[config.mk]
export PLATFORM = sky130hd
export DESIGN_NAME = fsk_frame_tx_flat
export DESIGN_NICKNAME = d
export VERILOG_FILES = /design/src/rtl/fsk_frame_tx_if.sv /design/src/rtl/fsk_frame_tx.sv /design/src/flat_wrapper.sv
export SDC_FILE = /design/constraint.sdc
export NUM_CORES = 1
export LEC_CHECK = 0
export ABC_AREA = 1
export CORE_ASPECT_RATIO = 0.5
export CORE_MARGIN = 2
export CORE_UTILIZATION = 30
export DETAILED_ROUTE_END_ITERATION = 6
export MAX_ROUTING_LAYER = met4
export PLACE_DENSITY_LB_ADDON = 0.3
export SLEW_MARGIN = 20
export SYNTH_ARGS = -nofsm -noshare
export SYNTH_HDL_FRONTEND = slang
export SYNTH_SLANG_ARGS = --single-unit
[constraint.sdc]
create_clock -name sysclk -period 4.61 [get_ports sysclk]
set_clock_uncertainty 0.2 [all_clocks]
set_input_delay 0.922 -clock sysclk [delete_from_list [all_inputs] [get_ports sysclk]]
set_output_delay 0.922 -clock sysclk [all_outputs]
set_load 0.05 [all_outputs]
[src/rtl/fsk_frame_tx_if.sv]
// Word handshake between the coded-word source and the FSK framing serializer.
interface fsk_frame_tx_if #(
    parameter int WORD_W = 12
);
    logic              valid;
    logic              ready;
    logic [WORD_W-1:0] data;

    modport master (output valid, output data, input ready);
    modport slave  (input valid, input data, output ready);
endinterface

[src/rtl/fsk_frame_tx.sv]
// Framing serializer: prepends SYNC_PAT to every WORDS_PER_FRAME coded words and
// emits one bit per DIV sysclk cycles, substituting FILL_WORD when the source runs dry.
//
// state   | meaning
// --------+------------------------------------------------------------
// ST_IDLE | line at mark (1), waiting for en and a held word
// ST_SYNC | shifting out SYNC_W bits of SYNC_PAT, MSB first
// ST_DATA | shifting out WORDS_PER_FRAME words of WORD_W bits, MSB first
module fsk_frame_tx #(
    parameter int                 WORD_W          = 12,
    parameter int                 WORDS_PER_FRAME = 4,
    parameter int                 SYNC_W          = 8,
    parameter logic [SYNC_W-1:0]  SYNC_PAT        = 8'hA5,
    parameter logic [WORD_W-1:0]  FILL_WORD       = '0,
    parameter int                 DIV             = 16
) (
    input  logic           sysclk,
    input  logic           reset,
    input  logic           en,
    fsk_frame_tx_if.slave  in_if,
    output logic           bit_out,
    output logic           bit_strobe,
    output logic           frame_start,
    output logic           busy,
    output logic           underrun
);
    localparam int BC_MAX = (SYNC_W > WORD_W) ? SYNC_W : WORD_W;
    localparam int BC_W   = $clog2(BC_MAX);
    localparam int WC_W   = (WORDS_PER_FRAME > 1) ? $clog2(WORDS_PER_FRAME) : 1;
    localparam int TM_W   = $clog2(DIV);

    localparam logic [TM_W-1:0] TM_LAST    = TM_W'(DIV - 1);
    localparam logic [BC_W-1:0] SYNC_LAST  = BC_W'(SYNC_W - 1);
    localparam logic [BC_W-1:0] WORD_LAST  = BC_W'(WORD_W - 1);
    localparam logic [WC_W-1:0] FRAME_LAST = WC_W'(WORDS_PER_FRAME - 1);

    typedef enum logic [1:0] {
        ST_IDLE,
        ST_SYNC,
        ST_DATA
    } state_t;

    state_t             state_q, state_d;
    logic [TM_W-1:0]    timer_q, timer_d;
    logic [BC_W-1:0]    bit_cnt_q, bit_cnt_d;
    logic [WC_W-1:0]    word_cnt_q, word_cnt_d;
    logic [SYNC_W-1:0]  sync_sr_q, sync_sr_d;
    logic [WORD_W-1:0]  data_sr_q, data_sr_d;
    logic               hold_full_q, hold_full_d;
    logic [WORD_W-1:0]  hold_data_q, hold_data_d;
    logic               ready_q, ready_d;
    logic               bit_out_d, bit_strobe_d, frame_start_d, busy_d, underrun_d;

    logic accept, period_end, can_start, start, load;

    assign in_if.ready = ready_q;

    always_ff @(posedge sysclk or posedge reset) begin
        if (reset) begin
            state_q     <= ST_IDLE;
            timer_q     <= '0;
            bit_cnt_q   <= '0;
            word_cnt_q  <= '0;
            sync_sr_q   <= '0;
            data_sr_q   <= '0;
            hold_full_q <= 1'b0;
            hold_data_q <= '0;
            ready_q     <= 1'b1;
            bit_out     <= 1'b1;
            bit_strobe  <= 1'b0;
            frame_start <= 1'b0;
            busy        <= 1'b0;
            underrun    <= 1'b0;
        end else begin
            state_q     <= state_d;
            timer_q     <= timer_d;
            bit_cnt_q   <= bit_cnt_d;
            word_cnt_q  <= word_cnt_d;
            sync_sr_q   <= sync_sr_d;
            data_sr_q   <= data_sr_d;
            hold_full_q <= hold_full_d;
            hold_data_q <= hold_data_d;
            ready_q     <= ready_d;
            bit_out     <= bit_out_d;
            bit_strobe  <= bit_strobe_d;
            frame_start <= frame_start_d;
            busy        <= busy_d;
            underrun    <= underrun_d;
        end
    end

    always_comb begin
        state_d       = state_q;
        timer_d       = timer_q;
        bit_cnt_d     = bit_cnt_q;
        word_cnt_d    = word_cnt_q;
        sync_sr_d     = sync_sr_q;
        data_sr_d     = data_sr_q;
        hold_full_d   = hold_full_q;
        hold_data_d   = hold_data_q;
        bit_out_d     = bit_out;
        bit_strobe_d  = 1'b0;
        frame_start_d = 1'b0;
        underrun_d    = 1'b0;
        start         = 1'b0;
        load          = 1'b0;

        accept     = in_if.valid && ready_q;
        period_end = (timer_q == TM_LAST);
        // A word accepted on this edge counts as held, so a frame can start immediately.
        can_start  = en && (hold_full_q || accept);

        if (accept) begin
            hold_full_d = 1'b1;
            hold_data_d = in_if.data;
        end

        case (state_q)
            ST_IDLE: begin
                bit_out_d = 1'b1;
                timer_d   = '0;
                if (can_start) start = 1'b1;
            end
            ST_SYNC: begin
                timer_d = timer_q + TM_W'(1);
                if (period_end) begin
                    timer_d      = '0;
                    bit_strobe_d = 1'b1;
                    if (bit_cnt_q == SYNC_LAST) begin
                        state_d    = ST_DATA;
                        bit_cnt_d  = '0;
                        word_cnt_d = '0;
                        load       = 1'b1;
                    end else begin
                        bit_cnt_d = bit_cnt_q + BC_W'(1);
                        sync_sr_d = sync_sr_q << 1;
                        bit_out_d = sync_sr_q[SYNC_W-2];
                    end
                end
            end
            ST_DATA: begin
                timer_d = timer_q + TM_W'(1);
                if (period_end) begin
                    timer_d      = '0;
                    bit_strobe_d = 1'b1;
                    if (bit_cnt_q == WORD_LAST) begin
                        bit_cnt_d = '0;
                        if (word_cnt_q == FRAME_LAST) begin
                            if (can_start) begin
                                start = 1'b1;
                            end else begin
                                state_d      = ST_IDLE;
                                bit_out_d    = 1'b1;
                                bit_strobe_d = 1'b0;
                            end
                        end else begin
                            word_cnt_d = word_cnt_q + WC_W'(1);
                            load       = 1'b1;
                        end
                    end else begin
                        bit_cnt_d = bit_cnt_q + BC_W'(1);
                        data_sr_d = data_sr_q << 1;
                        bit_out_d = data_sr_q[WORD_W-2];
                    end
                end
            end
            default: state_d = ST_IDLE;
        endcase

        if (start) begin
            state_d       = ST_SYNC;
            timer_d       = '0;
            bit_cnt_d     = '0;
            word_cnt_d    = '0;
            sync_sr_d     = SYNC_PAT;
            bit_out_d     = SYNC_PAT[SYNC_W-1];
            bit_strobe_d  = 1'b1;
            frame_start_d = 1'b1;
        end

        // The load takes the old holding word; a same-cycle accept refills the register.
        if (load) begin
            if (hold_full_q) begin
                data_sr_d   = hold_data_q;
                bit_out_d   = hold_data_q[WORD_W-1];
                hold_full_d = accept;
            end else begin
                data_sr_d  = FILL_WORD;
                bit_out_d  = FILL_WORD[WORD_W-1];
                underrun_d = 1'b1;
            end
        end

        busy_d  = (state_d != ST_IDLE);
        ready_d = ~hold_full_d;
    end
endmodule

[src/flat_wrapper.sv]
// flat-port wrapper written by rule: the top's interface ports become plain ports
module fsk_frame_tx_flat 
#(
    parameter int                 WORD_W          = 12,
    parameter int                 WORDS_PER_FRAME = 4,
    parameter int                 SYNC_W          = 8,
    parameter logic [SYNC_W-1:0]  SYNC_PAT        = 8'hA5,
    parameter logic [WORD_W-1:0]  FILL_WORD       = '0,
    parameter int                 DIV             = 16
)
  (sysclk, reset, en, bit_out, bit_strobe, frame_start, busy, underrun, in_if_valid, in_if_data, in_if_ready);
  fsk_frame_tx_if #(.WORD_W(WORD_W)) in_if_i ();
  input  logic sysclk;
  input  logic reset;
  input  logic en;
  output logic bit_out;
  output logic bit_strobe;
  output logic frame_start;
  output logic busy;
  output logic underrun;
  input wire logic [$bits(in_if_i.valid)-1:0] in_if_valid;
  input wire logic [$bits(in_if_i.data)-1:0] in_if_data;
  output wire logic [$bits(in_if_i.ready)-1:0] in_if_ready;
  assign in_if_i.valid = in_if_valid;
  assign in_if_i.data = in_if_data;
  assign in_if_ready = in_if_i.ready;
  fsk_frame_tx #(.WORD_W(WORD_W), .WORDS_PER_FRAME(WORDS_PER_FRAME), .SYNC_W(SYNC_W), .SYNC_PAT(SYNC_PAT), .FILL_WORD(FILL_WORD), .DIV(DIV)) u_core (.sysclk(sysclk), .reset(reset), .en(en), .in_if(in_if_i), .bit_out(bit_out), .bit_strobe(bit_strobe), .frame_start(frame_start), .busy(busy), .underrun(underrun));
endmodule
==> impl_metrics.py <==
metrics = {
    "sta": {
        "worstMarginPinSlew_ns": 0.874,
        "hold_viol": 0,
        "relSlewSlack_pct": 41.7,
        "fin_hold_ws_ns": 0.255,
        "setup_viol": 0,
        "fmax_ghz": 0.347,
        "rsz0062_at_grt": "false",
        "finalSetupTns_ns": 0,
        "min_period_ns": 2.88,
        "final.period_utilization_pct": 62.5,
        "drv_slew": 0,
    },
    "cts": {
        "cts_max_path_buffers": 2,
        "cts_made_buffers": 5,
        "htreeDepth": 2,
        "post_cts_buffers": 0,
        "clk_latency_ns": 0.29,
        "cts_root_buf": "clkbuf_16",
        "cts_resized": 0,
        "numClockSinks": 49,
        "clkTransAtPathRegs_ns": 0.06,
        "cts_tree": "yes",
        "hold_buffers": 0,
    },
    "synthesis": {
        "postSynthAreaPerCell_um2": 7.66,
        "synth_fp_nets": 356,
        "ys.flop_type": "dfrtp_1",
        "synth_cell_type_count": 28,
        "synth-seq-cells": 49,
        "ys_seq_area_share_pct": 48.3,
        "synth_edf_count": 0,
        "synth_area_um2": 2540,
        "ys_warn_count": 0,
        "synth_cells": 332,
        "async_flop_share_pct": 100,
    },
    "place": {
        "dp_hpwl_um": 3380,
        "numPortBuffers": 21,
        "place.gp.congestion": 0.873,
        "dp_cells": 456,
    },
    "power_and_ir_drop": {
        "p_per_area_nw_per_um2": 484,
        "leakage_nw": 1.56,
        "peakVddDrop_uv": 170,
    },
    "layout": {
        "diodes": 0,
        "drive_gt1_share_pct": 7.10,
        "final_cell_mix": "nand2_1 (142), dfrtp_1 (47), inv_1 (34)",
        "synthToLayoutAreaGrowth_pct": 17.7,
        "final_common_cell": "nand2_1",
        "num-nets-final": 375,
        "instances_no_fill": 464,
    },
    "detailed_routing": {
        "drt_iter0_markers": 113,
        "wl_per_cell_um": 10.9,
        "ant_nets": 0,
        "drc": 0,
        "dr.pass1.iters": 4,
        "wl_um": 5060,
        "viasPerCell": 4.38,
        "num_vias": 2034,
    },
    "worst_setup_path": {
        "worstSetupEndpointType": "flop",
        "max_stage_delay_ns": 0.45,
        "critPathSlowestCell": "clkdlybuf4s50_1",
        "critPathArrivalTime_ns": 2.86,
        "crit_buf_inv": 2,
        "path_cells": "clkdlybuf4s50_1, nand2_1, nand2_1, nand2_1, inv_1, nand2_4, o21ai_4, nand2_2, nand2_1, nand2_1",
        "cp.required_ns": 4.59,
        "crit_top_cell": "nand2_1",
        "start_kind": "primary input",
        "cp_max_fo": 23,
        "critPathTopFamily": "simple AND/OR/NAND/NOR gates",
        "critPathKind": "primary input to flop",
    },
    "run_status": {
        "status": "completed",
    },
    "global_route": {
        "grt_pass1_vias": 1905,
        "grt_use_total_pct": 12.3,
        "grt_antenna_before_repair": 0,
        "overflow": 0,
        "grt_pass1_wl_um": 8980,
        "grt_max_degree": 50,
    },
    "floorplanning": {
        "io-pin-count": 22,
        "die_x_um": 134,
        "rows": 23,
        "fp.dieH_um": 69.1,
        "start_util_pct": 31.3,
        "core_um2": 8120,
        "die_area_um2": 9280,
    },
    "hold_path": {
        "min-delay-path-class": "flop to flop",
    },
    "run": {
        "cap_violations": 0,
    },
}
-- power by group --
part           total (mW)  internal (mW)  switching [mW]  leakage [nW]
sequential          0.621          0.542          0.0786         0.631
clock               0.374          0.216           0.158        0.0768
combinational       0.454          0.168           0.286         0.850
-- flip-flops by register name, summed over array words and instances, names as in the netlist, 2 cells and up --
name,count
u_core.hold_data_q,12
u_core.data_sr_q,11
u_core.sync_sr_q,7
u_core.bit_cnt_q,4
u_core.timer_q,4
u_core.state_q,2
u_core.word_cnt_q,2
-- Yosys cell counts (3+ instances only) --
library cell    n  area share [%]
nor2_1         16             2.4
ha_1            8             3.9
nand4_1         3            0.74
a21oi_1         5            0.98
dfrtp_1        47              46
nand3b_1        4             1.2
nand2_2         3            0.74
buf_2           3            0.59
nand3_1        21             4.1
o21ai_1        12             2.4
inv_1          35             5.2
nand2_1       142              21
o21ai_0        11             2.2
-- logic make-up (layout without fill, tap and decap cells) --
| kind of cell | after synthesis | after routing | synth area share [%] |
|---|---|---|---|
| and+or+nand+nor | 196 | 196 | 32.5 |
| DFF | 49 | 49 | 48.3 |
| buffers and inverters | 45 | 65 | 7.43 |
| AOI/OAI and AO/OA | 32 | 32 | 7.13 |
| adders and majority gates | 8 | 8 | 3.94 |
| xor gates and xnor gates | 2 | 2 | 0.689 |
-- stage by stage --
step                util (%)  power, mW  cell area (µm²)  worst slack, ns
finish                  36.9       1.45             2990             1.73
global route            36.9       1.57             2990             1.51
CTS                     36.9       1.46             2990             1.73
detailed placement      35.0       1.08             2840             1.43
global placement        35.0       1.08             2840             1.50
floorplan                  -      0.964             2540             2.32
-- layer usage --
metal	global-route usage, %	vias up	routed length (µm)
met5	-	-	0
met4	4.56	0	85
met3	2.50	8	151
met2	18.2	32	2130
met1	16.8	925	2690
li1	-	1069	-
-- final cells by class --
cell class                      count  area (µm²)
Inverter                           36         136
Timing Repair Buffer               21         210
Fill cell                         847        5120
Clock buffer                        6         139
Tap cell                          112         140
Multi-Input combinational cell    238        1130
Clock inverter                      2        13.8
Sequential cell                    49        1230
-- worst register-to-register path, delay by kind of cell, from the launching register on --
kind,cells,cell delay (ns)
compound gates,2,0.85
simple gates,4,0.70
flops,1,0.48
fa+ha+maj,1,0.33
buf+inv,1,0.12
-- path summary, 6_finish.rpt --
path | from | endpoint | slack, ns | depth (start not counted)
setup / recovery | in_if_valid | u_core.sync_sr_q[6] | 1.73 | 10
min in group asynchronous | reset | u_core.frame_start | 0.90 | 2
max in group asynchronous | reset | u_core.bit_cnt_q[2] | 2.82 | 2
hold / removal | u_core.hold_full_q | u_core.underrun | 0.26 | 1
setup reg to reg | u_core.state_q[0] | u_core.data_sr_q[4] | 1.85 | 8
hold reg to reg | u_core.hold_full_q | u_core.underrun | 0.26 | 1
(Power assumes the default switching activity.)
